### src/rtl/fp_normalize.sv
// Post-add normalizer: CARRY right shift, LEFT shift by lz count, ZERO, and UNDER flush/denormal (FP_NORM_DENORM_EN).
// Latency 2 cycles (S1 input/decode register, S2 shifted result register); one result per cycle when unstalled.
// Backpressure: each stage holds while the next is full and stalled; in_ready drops only when both stages are full.
module fp_normalize #(
    parameter int EW  = 8,
    parameter int MW  = 24,
    parameter int LZW = 5
) (
    input  logic          clk,
    input  logic          rst_n,
    input  logic          in_valid,
    output logic          in_ready,
    input  logic          in_sign,
    input  logic [EW-1:0] in_exp,
    input  logic [MW:0]   in_mant,
    input  logic [LZW-1:0] in_lz,
    output logic          out_valid,
    input  logic          out_ready,
    output logic          out_sign,
    output logic [EW-1:0] out_exp,
    output logic [MW-1:0] out_mant,
    output logic          out_guard,
    output logic          out_zero,
    output logic          out_ovf,
    output logic          out_unf
);

    localparam logic [EW-1:0] EXP_ONE = EW'(1);

    typedef enum logic [2:0] {
        K_LEFT,
        K_CARRY,
        K_OVF,
        K_ZERO,
        K_UNDER
    } kind_t;

    logic          s1_valid;
    logic          s1_sign;
    logic [EW-1:0] s1_exp;
    logic [MW:0]   s1_mant;
    logic [LZW-1:0] s1_lz;
    kind_t         s1_kind;
    logic          s2_valid;
    logic          s2_adv;

    logic [EW-1:0] in_lz_ext;
    logic [EW-1:0] s1_lz_ext;
    kind_t         in_kind;

    assign s2_adv    = ~s2_valid | out_ready;
    assign in_ready  = ~s1_valid | s2_adv;
    assign out_valid = s2_valid;

    assign in_lz_ext = {{(EW-LZW){1'b0}}, in_lz};
    assign s1_lz_ext = {{(EW-LZW){1'b0}}, s1_lz};

    // Carry with exponent FE reaches all-ones; FF is folded in so the exponent never wraps.
    always_comb begin
        in_kind = K_LEFT;
        if (in_mant[MW])
            in_kind = (&in_exp[EW-1:1]) ? K_OVF : K_CARRY;
        else if (in_mant == '0)
            in_kind = K_ZERO;
        else if (in_exp <= in_lz_ext)
            in_kind = K_UNDER;
    end

    always_ff @(posedge clk or negedge rst_n) begin
        if (!rst_n) begin
            s1_valid <= 1'b0;
            s1_sign  <= 1'b0;
            s1_exp   <= '0;
            s1_mant  <= '0;
            s1_lz    <= '0;
            s1_kind  <= K_LEFT;
        end else if (in_ready) begin
            s1_valid <= in_valid;
            if (in_valid) begin
                s1_sign <= in_sign;
                s1_exp  <= in_exp;
                s1_mant <= in_mant;
                s1_lz   <= in_lz;
                s1_kind <= in_kind;
            end
        end
    end

`ifdef FP_NORM_DENORM_EN
    logic [EW-1:0] den_sh;
    assign den_sh = (s1_exp == '0) ? '0 : s1_exp - EXP_ONE;
`endif

    logic [MW-1:0] n_mant;
    logic [EW-1:0] n_exp;
    logic          n_guard;
    logic          n_zero;
    logic          n_ovf;
    logic          n_unf;

    always_comb begin
        n_mant  = '0;
        n_exp   = '0;
        n_guard = 1'b0;
        n_zero  = 1'b0;
        n_ovf   = 1'b0;
        n_unf   = 1'b0;
        case (s1_kind)
            K_CARRY: begin
                n_mant  = s1_mant[MW:1];
                n_guard = s1_mant[0];
                n_exp   = s1_exp + EXP_ONE;
            end
            K_OVF: begin
                n_exp = '1;
                n_ovf = 1'b1;
            end
            K_ZERO: n_zero = 1'b1;
            K_LEFT: begin
                n_mant = s1_mant[MW-1:0] << s1_lz;
                n_exp  = s1_exp - s1_lz_ext;
            end
            K_UNDER: begin
                n_unf = 1'b1;
`ifdef FP_NORM_DENORM_EN
                n_mant = s1_mant[MW-1:0] << den_sh;
`endif
            end
            default: ;
        endcase
    end

    always_ff @(posedge clk or negedge rst_n) begin
        if (!rst_n) begin
            s2_valid  <= 1'b0;
            out_sign  <= 1'b0;
            out_exp   <= '0;
            out_mant  <= '0;
            out_guard <= 1'b0;
            out_zero  <= 1'b0;
            out_ovf   <= 1'b0;
            out_unf   <= 1'b0;
        end else if (s2_adv) begin
            s2_valid <= s1_valid;
            if (s1_valid) begin
                out_sign  <= s1_sign;
                out_exp   <= n_exp;
                out_mant  <= n_mant;
                out_guard <= n_guard;
                out_zero  <= n_zero;
                out_ovf   <= n_ovf;
                out_unf   <= n_unf;
            end
        end
    end

endmodule

### config.mk
export PLATFORM = sky130hd
export DESIGN_NAME = fp_normalize
export DESIGN_NICKNAME = d
export VERILOG_FILES = /design/src/rtl/fp_normalize.sv
export SDC_FILE = /design/constraint.sdc
export NUM_CORES = 1
export LEC_CHECK = 0
export BUFFER_PORTS_ARGS = -buffer_cell sky130_fd_sc_hd__buf_4
export CAP_MARGIN = 15
export CELL_PAD_IN_SITES_DETAIL_PLACEMENT = 0
export CELL_PAD_IN_SITES_GLOBAL_PLACEMENT = 1
export CORE_MARGIN = 10
export CORE_UTILIZATION = 47
export CTS_CLUSTER_SIZE = 20
export DETAILED_ROUTE_END_ITERATION = 12
export PLACE_DENSITY = 0.86
export SLEW_MARGIN = 0
export SYNTH_ARGS = -nofsm -noshare
export SYNTH_HDL_FRONTEND = slang
export SYNTH_SLANG_ARGS = --single-unit
### constraint.sdc
create_clock -name clk -period 7.5 [get_ports clk]
set_clock_uncertainty 0.2 [all_clocks]
set_input_delay 1.125 -clock clk [delete_from_list [all_inputs] [get_ports clk]]
set_output_delay 1.125 -clock clk [all_outputs]
set_load 0.01 [all_outputs]
After elaboration in Yosys (flattened, before gate mapping)
Index checks and enable logic that the tools add are counted.
{"block": "totals", "in_bits": 43, "ff_bits": 81, "out_inout_bits": 39}
{"block": "op_classes", "reduce_logical": 5, "bitwise_logic": 4, "n_mux": 10, "shifts": 1, "addsub": 2, "n_lt_le_gt_ge": 1, "n_eq_ne": 4}
{"op": "$pmux 24 s2", "n": 1}
{"op": "$logic_not 25->1", "n": 1}
{"op": "$pmux 8 s3", "n": 1}
{"op": "$shl 24x5->24", "n": 1}
{"op": "$mux 3", "n": 3}
{"op": "$add 8x1->8 const B", "n": 1}
{"op": "$le 8x5->1", "n": 1}
{"op": "$sub 8x5->8", "n": 1}
{"op": "$reduce_and 7->1", "n": 1}
{"op": "$eq 3x2->1 const B", "n": 2}
{"op": "$mux 1", "n": 4}
{"op": "$reduce_and 2->1", "n": 2}
{"op": "$eq 3x1->1 const B", "n": 1}
{"op": "$eq 3x3->1 const B", "n": 1}
{"op": "$logic_not 3->1", "n": 1}
{"op": "$mux 2", "n": 1}
{"op": "$not 1->1", "n": 2}
{"op": "$or 1x1->1", "n": 2}

Depth between registers and ports, before layout
Gate-level depths: netlist of the first run.
{"block": "logic_depth", "ltp_word": 4, "ltp_mapped": 13}

Worst setup path before layout of the first run
No wires, ideal clock.
{"block": "synth_path", "path_type": "register to register", "from": "reg s1_kind[0]", "to": "reg out_exp[4]", "stages_incl_launch_ff": 11, "slack_ns": 4.802, "arrival_time_ns": 2.372, "period_less_slack_ns": 2.698, "required_time_ns": 7.174, "path_cell_list": "dfrtp_1 -> clkbuf_1 -> or3_1 -> inv_2 -> nand2_1 -> ha_1 -> fa_1 -> nor2b_1 -> nor3_1 -> a2bb2oi_1 -> a221o_1"}
{"block": "synth_between", "elab_chain_len": 2}
{"element": "start: declaration", "line": "43", "text": "kind_t s1_kind;"}
{"element": "start signal: assignment", "line": "84", "text": "s1_kind <= in_kind;"}
{"element": "$eq 3x2->1 (tied with other cells)", "line": "108", "text": "case (s1_kind)"}
{"element": "$pmux 8 s3 *", "line": "108"}
{"element": "end signal: assignment", "line": "147", "text": "out_exp <= n_exp;"}
{"element": "end: declaration", "line": "20", "text": "output logic [EW-1:0] out_exp,"}
Every way passes the cells marked *; elsewhere a longest branch is shown, timed or not.
A chain may end at the register's enable or synchronous reset.

Final worst setup path of the first run
{"block": "layout_path", "from": "reg s1_kind[0]", "to": "reg out_exp[6]"}
Same word-level chain as after synthesis.

==> results of run 1 <==
==> power breakdown <==
part / leakage [nW] / internal [mW] / switching [mW] / total, mW
sequential: 0.987 / 0.526 / 0.0951 / 0.621
combinational: 1.50 / 0.275 / 0.302 / 0.577
clock: 0.115 / 0.204 / 0.157 / 0.362
total: 2.60 / 1.01 / 0.554 / 1.56
==> flip-flops by register name, summed over array words and instances, names as in the netlist, 3 cells and up <==
signal and count:
s1_kind 3, s1_exp 8, out_mant 24, s1_lz 5, out_exp 8, s1_mant 25
==> layout by cell type, fill, tap and decap left out, drive strengths merged, types with 3 or more instances in the layout <==
cell type | Yosys | final
o21ai | 44 | 44
a2111oi | 3 | 3
nand4 | 3 | 3
nor2 | 31 | 31
mux4 | 9 | 9
nor4 | 7 | 7
a221oi | 5 | 5
a211oi | 3 | 3
and3 | 4 | 4
nor3 | 5 | 5
o22ai | 5 | 5
a22oi | 13 | 13
inv | 12 | 12
clkinv | 2 | 4
clkbuf | 24 | 12
mux2 | 43 | 43
mux2i | 31 | 31
nand3b | 3 | 3
buf | 7 | 87
a21oi | 35 | 35
o31ai | 3 | 3
dfrtp | 81 | 81
nand2 | 50 | 50
o211ai | 3 | 3
ha | 13 | 13
nand2b | 9 | 9
nand3 | 3 | 3
==> routing by layer <==
| layer | vias to the layer above | global-route usage | wire, µm |
|---|---|---|---|
| met3 | 20 | 0.0421 | 1020 |
| met5 | - | 0 | 0 |
| met2 | 151 | 0.272 | 5930 |
| met1 | 1948 | 0.280 | 6760 |
| li1 | 1948 | - | - |
| met4 | 0 | 0.0723 | 291 |
==> cell families (layout without fill, tap and decap cells) <==
logic type / count (synthesis) / after routing / share of synthesized area
AOI/OAI and AO/OA: 133 / 133 / 0.168
xor gates and xnor gates: 4 / 4 / 0.00719
adders and majority gates: 14 / 14 / 0.0375
buffers and inverters: 45 / 118 / 0.0393
DFF: 81 / 81 / 0.416
muxes: 83 / 83 / 0.208
and+or+nand+nor: 127 / 127 / 0.124
==> final timing paths <==
kind	end	slack, ns	start
setup / recovery	out_exp[6]$_DFFE_PN0P_	4.34	s1_kind[0]$_DFFE_PN0P_
hold / removal	out_mant[7]$_DFFE_PN0P_	0.28	out_mant[7]$_DFFE_PN0P_
setup reg to reg	out_exp[6]$_DFFE_PN0P_	4.34	s1_kind[0]$_DFFE_PN0P_
hold reg to reg	out_mant[7]$_DFFE_PN0P_	0.28	out_mant[7]$_DFFE_PN0P_
max in group asynchronous	s1_mant[2]$_DFFE_PN0P_	5.74	rst_n
min in group asynchronous	s1_lz[1]$_DFFE_PN0P_	0.72	rst_n
==> area by class of cell <==
| type | instances | area [µm²] |
|---|---|---|
| fillers | 920 | 4440 |
| multi-input cells | 361 | 2660 |
| flip-flops and latches | 81 | 2030 |
| repair buffers | 88 | 656 |
| well taps | 136 | 170 |
| clock buffers | 11 | 151 |
| clock inverters | 5 | 77.6 |
| inverters | 14 | 52.6 |
==> stage by stage <==
step	hold slack (ns)	cells
CTS	0.290	694
global placement	0.262	678
finish	0.280	696
detailed placement	0.272	678
global route	0.311	696
floorplan	0.250	487
==> critical path: cells and delay by family, from the launching register on <==
family	cells	cell delay, ns
AOI/OAI and AO/OA	3	0.37
xor gates and xnor gates	1	0.15
adders and majority gates	2	0.61
buffers and inverters	1	0.19
DFF	1	0.61
and+or+nand+nor	4	0.89
==> flow_summary.json, run 1 <==
{
  "antenna_left": 0,
  "wire_per_inst_um": 20.1,
  "rr_worst_depth": 11,
  "syn_inst": 487,
  "synth_cell_types": 55,
  "path_cells": "or3_1, inv_2, nand2_1, ha_1, fa_1, nor2b_1, nor3_1, o21bai_1, a21oi_1, xor2_1, o21ai_0",
  "path_class": "reg -> reg",
  "dieWidth_um": 122,
  "avgSynthCellArea_um2": 10.0,
  "cts_root_buf": "clkbuf_8",
  "netlist_top_cells_count": "dfrtp_1 (81), nand2_1 (50), o21ai_0 (44)",
  "drc": 0,
  "antennaDiodeCount": 0,
  "finalSetupViolations": 0,
  "place_ws_ns": 3.76,
  "utilization": 0.566,
  "synth-edff-count": 0,
  "synth-seq-area-share": 0.416,
  "rows": 37,
  "numCtsBuffers": 9,
  "ys.flop_type": "dfrtp_1",
  "synth_area_leaders": "dfrtp_1 (42%), mux2_2 (9.9%), mux2i_1 (6.4%), o21ai_0 (4.5%), nand2_1 (3.9%)",
  "port-buffer-count": 81,
  "peakVddDrop_mv": 0.136,
  "tritoncts": "built",
  "cts.repair.resized": 0,
  "synth_top_area_cell": "dfrtp_1",
  "tightest_slew_ns": 1.01,
  "cts_hold_buf": 0,
  "layout_min_cycle_time_ns": 3.16,
  "initialDrtViolationCount": 358,
  "rsz0062_at_grt": "no",
  "max_slew_margin": 0.324,
  "antenna_found_initial": 0,
  "fin_tns_setup_ns": 0,
  "vias_per_cell": 5.84,
  "num_vias": 4067,
  "clk_path_buf_depth": 2,
  "grt_pass1_vias": 4149,
  "initial_utilization": 0.476,
  "h-tree-depth": 3,
  "areaGrowthSynthToFinish_pct": 18.8,
  "io_pins": 82,
  "fin_area_um2": 5790,
  "power.density_nw_per_um2": 269,
  "routed_wl_um": 14000,
  "post-dp-hpwl_um": 10700,
  "yosysMostFrequentCell": "dfrtp_1",
  "critPathMaxStageDelay_ns": 0.61,
  "synthArstFlopShare": 1.00,
  "synth_area_um2": 4870,
  "worstPathMaxFanout": 17,
  "clkSlewWorstSetupHoldPaths_ns": 0.08,
  "syn_nets": 544,
  "power_mw": 1.56,
  "overflow": 0,
  "grt_max_degree": 82,
  "drive_gt1_frac": 0.284,
  "clock_sinks": 81,
  "clock_latency_ns": 0.36,
  "maxCapViolCount": 0,
  "core_area_um2": 10200,
  "gp_congestion": 0.988,
  "final_nets": 612,
  "critPathArrivalTime_ns": 3.18,
  "slowest_stage": "dfrtp_1",
  "critPathCaptureType": "flop",
  "timing.final.crit_share": 0.421,
  "status": "finished clean",
  "dpl_cell_area_um2": 5550,
  "required_ns": 7.52,
  "synth_top_area_frac": 0.416,
  "grt_usage": 0.192,
  "hold_class": "reg -> reg",
  "first_pass_iters": 5,
  "drv_slew": 0,
  "hold_violations": 0,
  "die_h_um": 122,
  "synth_seq_cells": 81,
  "grt_pass1_wl_um": 22500,
  "max_freq_mhz": 317,
  "die_area_um2": 14800,
  "p_leak_nw": 2.60,
  "worstSetupStartpointType": "flop",
  "yosys_warnings": 0,
  "setup_ws_ns": 4.34,
  "min_path_cells": 2,
  "post_cts_buffers": 0
}
(Power assumes the default switching activity.)
==> inputs of run 2 (changes only) <==
- CORE_UTILIZATION: 47 -> 40
- PLACE_DENSITY: 0.86 -> 0.78
- clock period: 7.5 -> 2.7 ns (I/O delays scaled with it)
==> run 2 against run 1 <==
Global-route usage decreased by 1.3 points. Sequential share of layout area down 1.5 points. Count of clock-buffer cells in the layout grew 1. Routed wire length grew 5.9%. Sequential power increased to 2.8 times the previous value. Critical path depth stayed put. Die area rose by 15%. Via count increased by 0.15%. Cell area rose by 4.5%. First-iteration DRC count shrank 34%. Total power increased to 2.9 times the previous value. Fmax grew 21%.
==> flow_summary.json, run 2 (same netlist as run 1, synthesis figures left out) <==
{
  "core_area_um2": 12000,
  "layout_min_cycle_time_ns": 2.61,
  "gp_congestion": 0.939,
  "grt_max_degree": 50,
  "worstPathMaxFanout": 3,
  "drv_slew": 0,
  "routed_wl_um": 14800,
  "clk_path_buf_depth": 2,
  "tightest_slew_ns": 0.966,
  "initialDrtViolationCount": 235,
  "tritoncts": "built",
  "most-common-layout-cells": "buf_4 (103), dfrtp_1 (81), nand2_1 (49)",
  "hold_violations": 0,
  "reg_top3": "s1_mant: 25 flops, out_mant: 24 flops",
  "port-buffer-count": 81,
  "antenna_left": 0,
  "required_ns": 2.72,
  "vias_per_cell": 5.61,
  "die_area_um2": 17000,
  "nFillCells": 1128,
  "critPathArrivalTime_ns": 2.62,
  "cp_num_buf_inv": 1,
  "antenna_found_initial": 0,
  "rsz0062_at_grt": "yes",
  "largest_reg_flops": 25,
  "power.density_nw_per_um2": 757,
  "rrSetupSlack_ns": 0.09,
  "hold_class": "in -> reg",
  "grtUsageMet1": 0.263,
  "clock_sinks": 81,
  "met3_usage": 0.0446,
  "maxCapViolCount": 0,
  "switching_share": 0.354,
  "numCtsBuffers": 9,
  "final_common_cell": "buf_4",
  "areaGrowthSynthToFinish_pct": 24.1,
  "p_sw_mw": 1.62,
  "p_comb_frac": 0.371,
  "clkPwrFrac": 0.256,
  "final_nets": 631,
  "max_freq_mhz": 384,
  "grt_usage": 0.180,
  "cp_top_family": "simple AND/OR/NAND/NOR gates",
  "met2_usage": 0.253,
  "grt_pass1_vias": 4126,
  "peakVddDrop_mv": 0.482,
  "initial_utilization": 0.407,
  "path_cells": "or3_1, inv_2, nand2_1, ha_1, fa_1, nor2b_1, nor3_1, o21bai_1, a21oi_1, xor2_1, o21ai_1",
  "top_register": "s1_mant",
  "max_slew_margin": 0.355,
  "top_usage_layer": "met1",
  "holdWs_ns": 0.0618,
  "rows": 40,
  "antennaDiodeCount": 0,
  "path_class": "reg -> reg",
  "first_pass_iters": 5,
  "place_ws_ns": 0.0909,
  "slowest_stage": "or3_1",
  "drc": 0,
  "drive_gt1_frac": 0.304,
  "wire_per_inst_um": 20.4,
  "io_pins": 82,
  "post-dp-hpwl_um": 11700,
  "critPathMaxStageDelay_ns": 0.41,
  "die_h_um": 130,
  "overflow": 0,
  "grt_pass1_wl_um": 23400,
  "clkSlewWorstSetupHoldPaths_ns": 0.06,
  "internal-power_mw": 2.96,
  "p_leak_nw": 2.72,
  "finalSetupViolations": 0,
  "num_vias": 4073,
  "timing.final.crit_share": 0.965,
  "dieWidth_um": 130,
  "critPathCaptureType": "flop",
  "seq_power_share": 0.374,
  "worstSetupStartpointType": "flop",
  "cts_root_buf": "clkbuf_16",
  "h-tree-depth": 3,
  "clock_latency_ns": 0.35,
  "status": "finished clean",
  "setup_ws_ns": 0.0939
}
-- run 2: changes by cell type in the layout (fill, tap and decap cells not counted), sizes merged --
cell | before | now
buf | 87 | 106
bufinv | 2 | 0
clkinv | 4 | 3
clkinvlp | 1 | 3
dlygate4sd3 | 0 | 1
-- run 2: area by class of cell --
class	instances	area [µm²]	share of cell area
Inverter	14	52.6	0.00869
Multi-Input combinational cell	361	2660	0.439
Timing Repair Buffer	107	843	0.139
Clock buffer	12	256	0.0424
Tap cell	147	184	0.0304
Clock inverter	4	27.5	0.00455
Sequential cell	81	2030	0.335
-- run 2: per-stage QoR --
| step | util | TNS, ns | std cells | cell area (µm²) | total power, mW |
|---|---|---|---|---|---|
| 4_1_cts | 0.506 | 0 | 726 | 6050 | 4.62 |
| 3_5_place_dp | 0.481 | 0 | 709 | 5750 | 3.43 |
| 5_1_grt | 0.506 | -0.0497 | 726 | 6050 | 4.88 |
| 6_report | 0.506 | 0 | 726 | 6050 | 4.58 |
| 2_1_floorplan | - | 0 | 487 | 4870 | 2.66 |
| 3_3_place_gp | 0.481 | 0 | 709 | 5750 | 3.42 |
-- run 2: timing repair --
action | 4_1_cts | 5_1_grt
hold buffers | 1 | 0
resized for setup | 0 | 2
endpoints found under the setup margin | 0 | 2
endpoints found under the hold margin | 37 | 0
setup buffers | 0 | 0
-- run 2: power groups by stage --
stage                     registers (mW)  clock network (mW)  logic [mW]
after CTS                           1.71                1.20        1.71
after floorplan                     1.71                   0       0.956
final                               1.71                1.17        1.70
after global placement              1.72                   0        1.70
after detailed placement            1.73                   0        1.70
after global routing                1.75                1.25        1.88
-- run 2: path summary, 6_finish.rpt --
check                                       start                       to  cells after the start
max                        s1_kind[0]$_DFFE_PN0P_   out_exp[6]$_DFFE_PN0P_                     11
max in group asynchronous                   rst_n  out_mant[7]$_DFFE_PN0P_                      3
min in group asynchronous                   rst_n     s1_lz[1]$_DFFE_PN0P_                      2
min                                      in_valid     s1_valid$_DFFE_PN0N_                      2
max reg2reg                s1_kind[0]$_DFFE_PN0P_   out_exp[6]$_DFFE_PN0P_                     11
min reg2reg                   out_ovf$_DFFE_PN0P_      out_ovf$_DFFE_PN0P_                      1
-- run 2: routing by layer --
metal  vias to the layer above  share of wire
met1                      1948           0.49
met5                         -              0
li1                       1978              -
met3                        18          0.071
met4                         0          0.017
met2                       129           0.42
-- run 2: worst register-to-register path, stage by stage (launching register included) --
cell and delay (ns):
dfrtp_1 0.38, or3_1 0.41, inv_2 0.08, nand2_1 0.07
ha_1 0.20, fa_1 0.41, nor2b_1 0.16, nor3_1 0.08
o21bai_1 0.14, a21oi_1 0.09, xor2_1 0.17, o21ai_1 0.08
==> inputs of run 3 (changes only) <==
- CORE_ASPECT_RATIO: default -> 0.75
- CORE_UTILIZATION: 40 -> 47
- PLACE_DENSITY: 0.78 -> 0.86
- clock period: 2.7 -> 3.25 ns (I/O delays scaled with it)
==> run 3 against run 2 <==
First-iteration DRC count is 40% higher. Cell area is 1.8% lower. Fmax is 8.4% lower. Flip-flop and latch count stayed put. Total power is 14% lower. Global-route usage is 3.0 points higher. Register-to-register slack better by 0.31 ns. Routed wire length is 4.5% higher. Die area is 12% lower.
==> flow_summary.json, run 3 (same netlist as run 1, synthesis figures left out) <==
{
  "fin_area_um2": 5940,
  "critPathArrivalTime_ns": 2.90,
  "core_area_um2": 10200,
  "initialDrtViolationCount": 330,
  "dp_cells": 686,
  "drv_slew": 0,
  "initial_utilization": 0.477,
  "rrSetupSlack_ns": 0.40,
  "antenna_left": 0,
  "reg2reg_from": "s1_kind[1]$_DFFE_PN0P_",
  "worstSetupStartpointType": "flop",
  "cts_hold_buf": 0,
  "post_cts_buffers": 0,
  "antennaDiodeCount": 0,
  "antenna_found_initial": 0,
  "critPathCaptureType": "flop",
  "port-buffer-count": 81,
  "clock_latency_ns": 0.33,
  "h-tree-depth": 3,
  "status": "finished clean",
  "reg_top3": "s1_mant: 25 flops, out_mant: 24 flops",
  "holdWs_ns": 0.118,
  "die_area_um2": 14900,
  "hold_violations": 0,
  "post-dp-hpwl_um": 11800,
  "clock_sinks": 81,
  "drc": 0,
  "timing.final.crit_share": 0.875,
  "path_class": "reg -> reg",
  "routed_wl_um": 15500,
  "largest_reg_flops": 25,
  "hold_class": "in -> async",
  "multiInputGateArea_um2": 2660,
  "utilization": 0.582,
  "power.density_nw_per_um2": 662,
  "first_pass_iters": 5,
  "rsz0062_at_grt": "no",
  "final_cells": 701,
  "worstPathMaxFanout": 10,
  "drive_gt1_frac": 0.290,
  "numCtsBuffers": 9,
  "num_vias": 4198,
  "grt_max_degree": 82,
  "vias_per_cell": 5.99,
  "tritoncts": "built",
  "dpl_cell_area_um2": 5610,
  "grt_usage": 0.210,
  "top_register": "s1_mant",
  "nFillCells": 914,
  "io_pins": 82,
  "final_common_cell": "buf_4",
  "dieWidth_um": 138,
  "die_h_um": 108,
  "cts_root_buf": "clkbuf_16",
  "tightest_slew_ns": 1.03,
  "finalSetupViolations": 0,
  "max_slew_margin": 0.309,
  "peakVddDrop_mv": 0.386,
  "max_freq_mhz": 351,
  "gp_congestion": 0.937,
  "most-common-layout-cells": "buf_4 (94), dfrtp_1 (81), nand2_1 (49)",
  "clkSlewWorstSetupHoldPaths_ns": 0.06,
  "maxCapViolCount": 0,
  "areaGrowthSynthToFinish_pct": 21.9,
  "rows": 32,
  "rr_worst_depth": 11,
  "required_ns": 3.30,
  "layout_min_cycle_time_ns": 2.85,
  "fin_tns_setup_ns": 0,
  "overflow": 0,
  "wire_per_inst_um": 22.1,
  "grt_pass1_wl_um": 23800,
  "r2r-end": "out_exp[6]$_DFFE_PN0P_",
  "seq_area_um2": 2030,
  "final_nets": 618,
  "cts.repair.resized": 0,
  "clk_path_buf_depth": 2,
  "p_leak_nw": 2.67,
  "grt_pass1_vias": 3992
}
==> run 3: critical path, cell delays in order, from the launching register on <==
cell      delay, ns
dfrtp_1        0.47
or3_1          0.46
inv_2          0.17
nand2_1        0.10
ha_1           0.22
fa_1           0.41
nor2b_1        0.15
nor3_1         0.07
o21bai_1       0.14
a21oi_1        0.09
xor2_1         0.14
o21ai_0        0.13
==> run 3: routing by layer <==
metal  track usage  vias up  wire (µm)
met4        0.0308        0         61
met5             0        -          0
met1         0.333     2073       7860
li1              -     1946          -
met2         0.282      172       6240
met3        0.0496        7       1320
==> run 3: report_power, final <==
group	internal (mW)	switching, mW	leakage [nW]
logic	0.654	0.727	1.53
registers	1.22	0.226	0.987
clock network	0.712	0.398	0.158
==> run 3: worst max path at each step <==
stage,from,end,slack [ns]
after floorplan,s1_kind[0]$_DFFE_PN0P_,out_exp[4]$_DFFE_PN0P_,0.55
after global placement,s1_kind[1]$_DFFE_PN0P_,out_exp[6]$_DFFE_PN0P_,0.50
after detailed placement,s1_kind[1]$_DFFE_PN0P_,out_exp[4]$_DFFE_PN0P_,0.43
after CTS,s1_kind[1]$_DFFE_PN0P_,out_exp[6]$_DFFE_PN0P_,0.42
after global routing,s1_kind[1]$_DFFE_PN0P_,out_exp[6]$_DFFE_PN0P_,0.21
final,s1_kind[1]$_DFFE_PN0P_,out_exp[6]$_DFFE_PN0P_,0.40
==> run 3: cell type report <==
type	count	share of cell area
Clock inverter	4	0.0128
Tap cell	136	0.0286
Inverter	14	0.00885
Clock buffer	11	0.0425
Timing Repair Buffer	94	0.119
Sequential cell	81	0.341
Multi-Input combinational cell	361	0.447
==> run 3: per-stage QoR <==
step / setup slack (ns) / total power, mW
floorplan: 0.552 / 2.21
global placement: 0.500 / 2.81
finish: 0.405 / 3.93
detailed placement: 0.427 / 2.82
global route: 0.212 / 4.16
CTS: 0.421 / 3.95
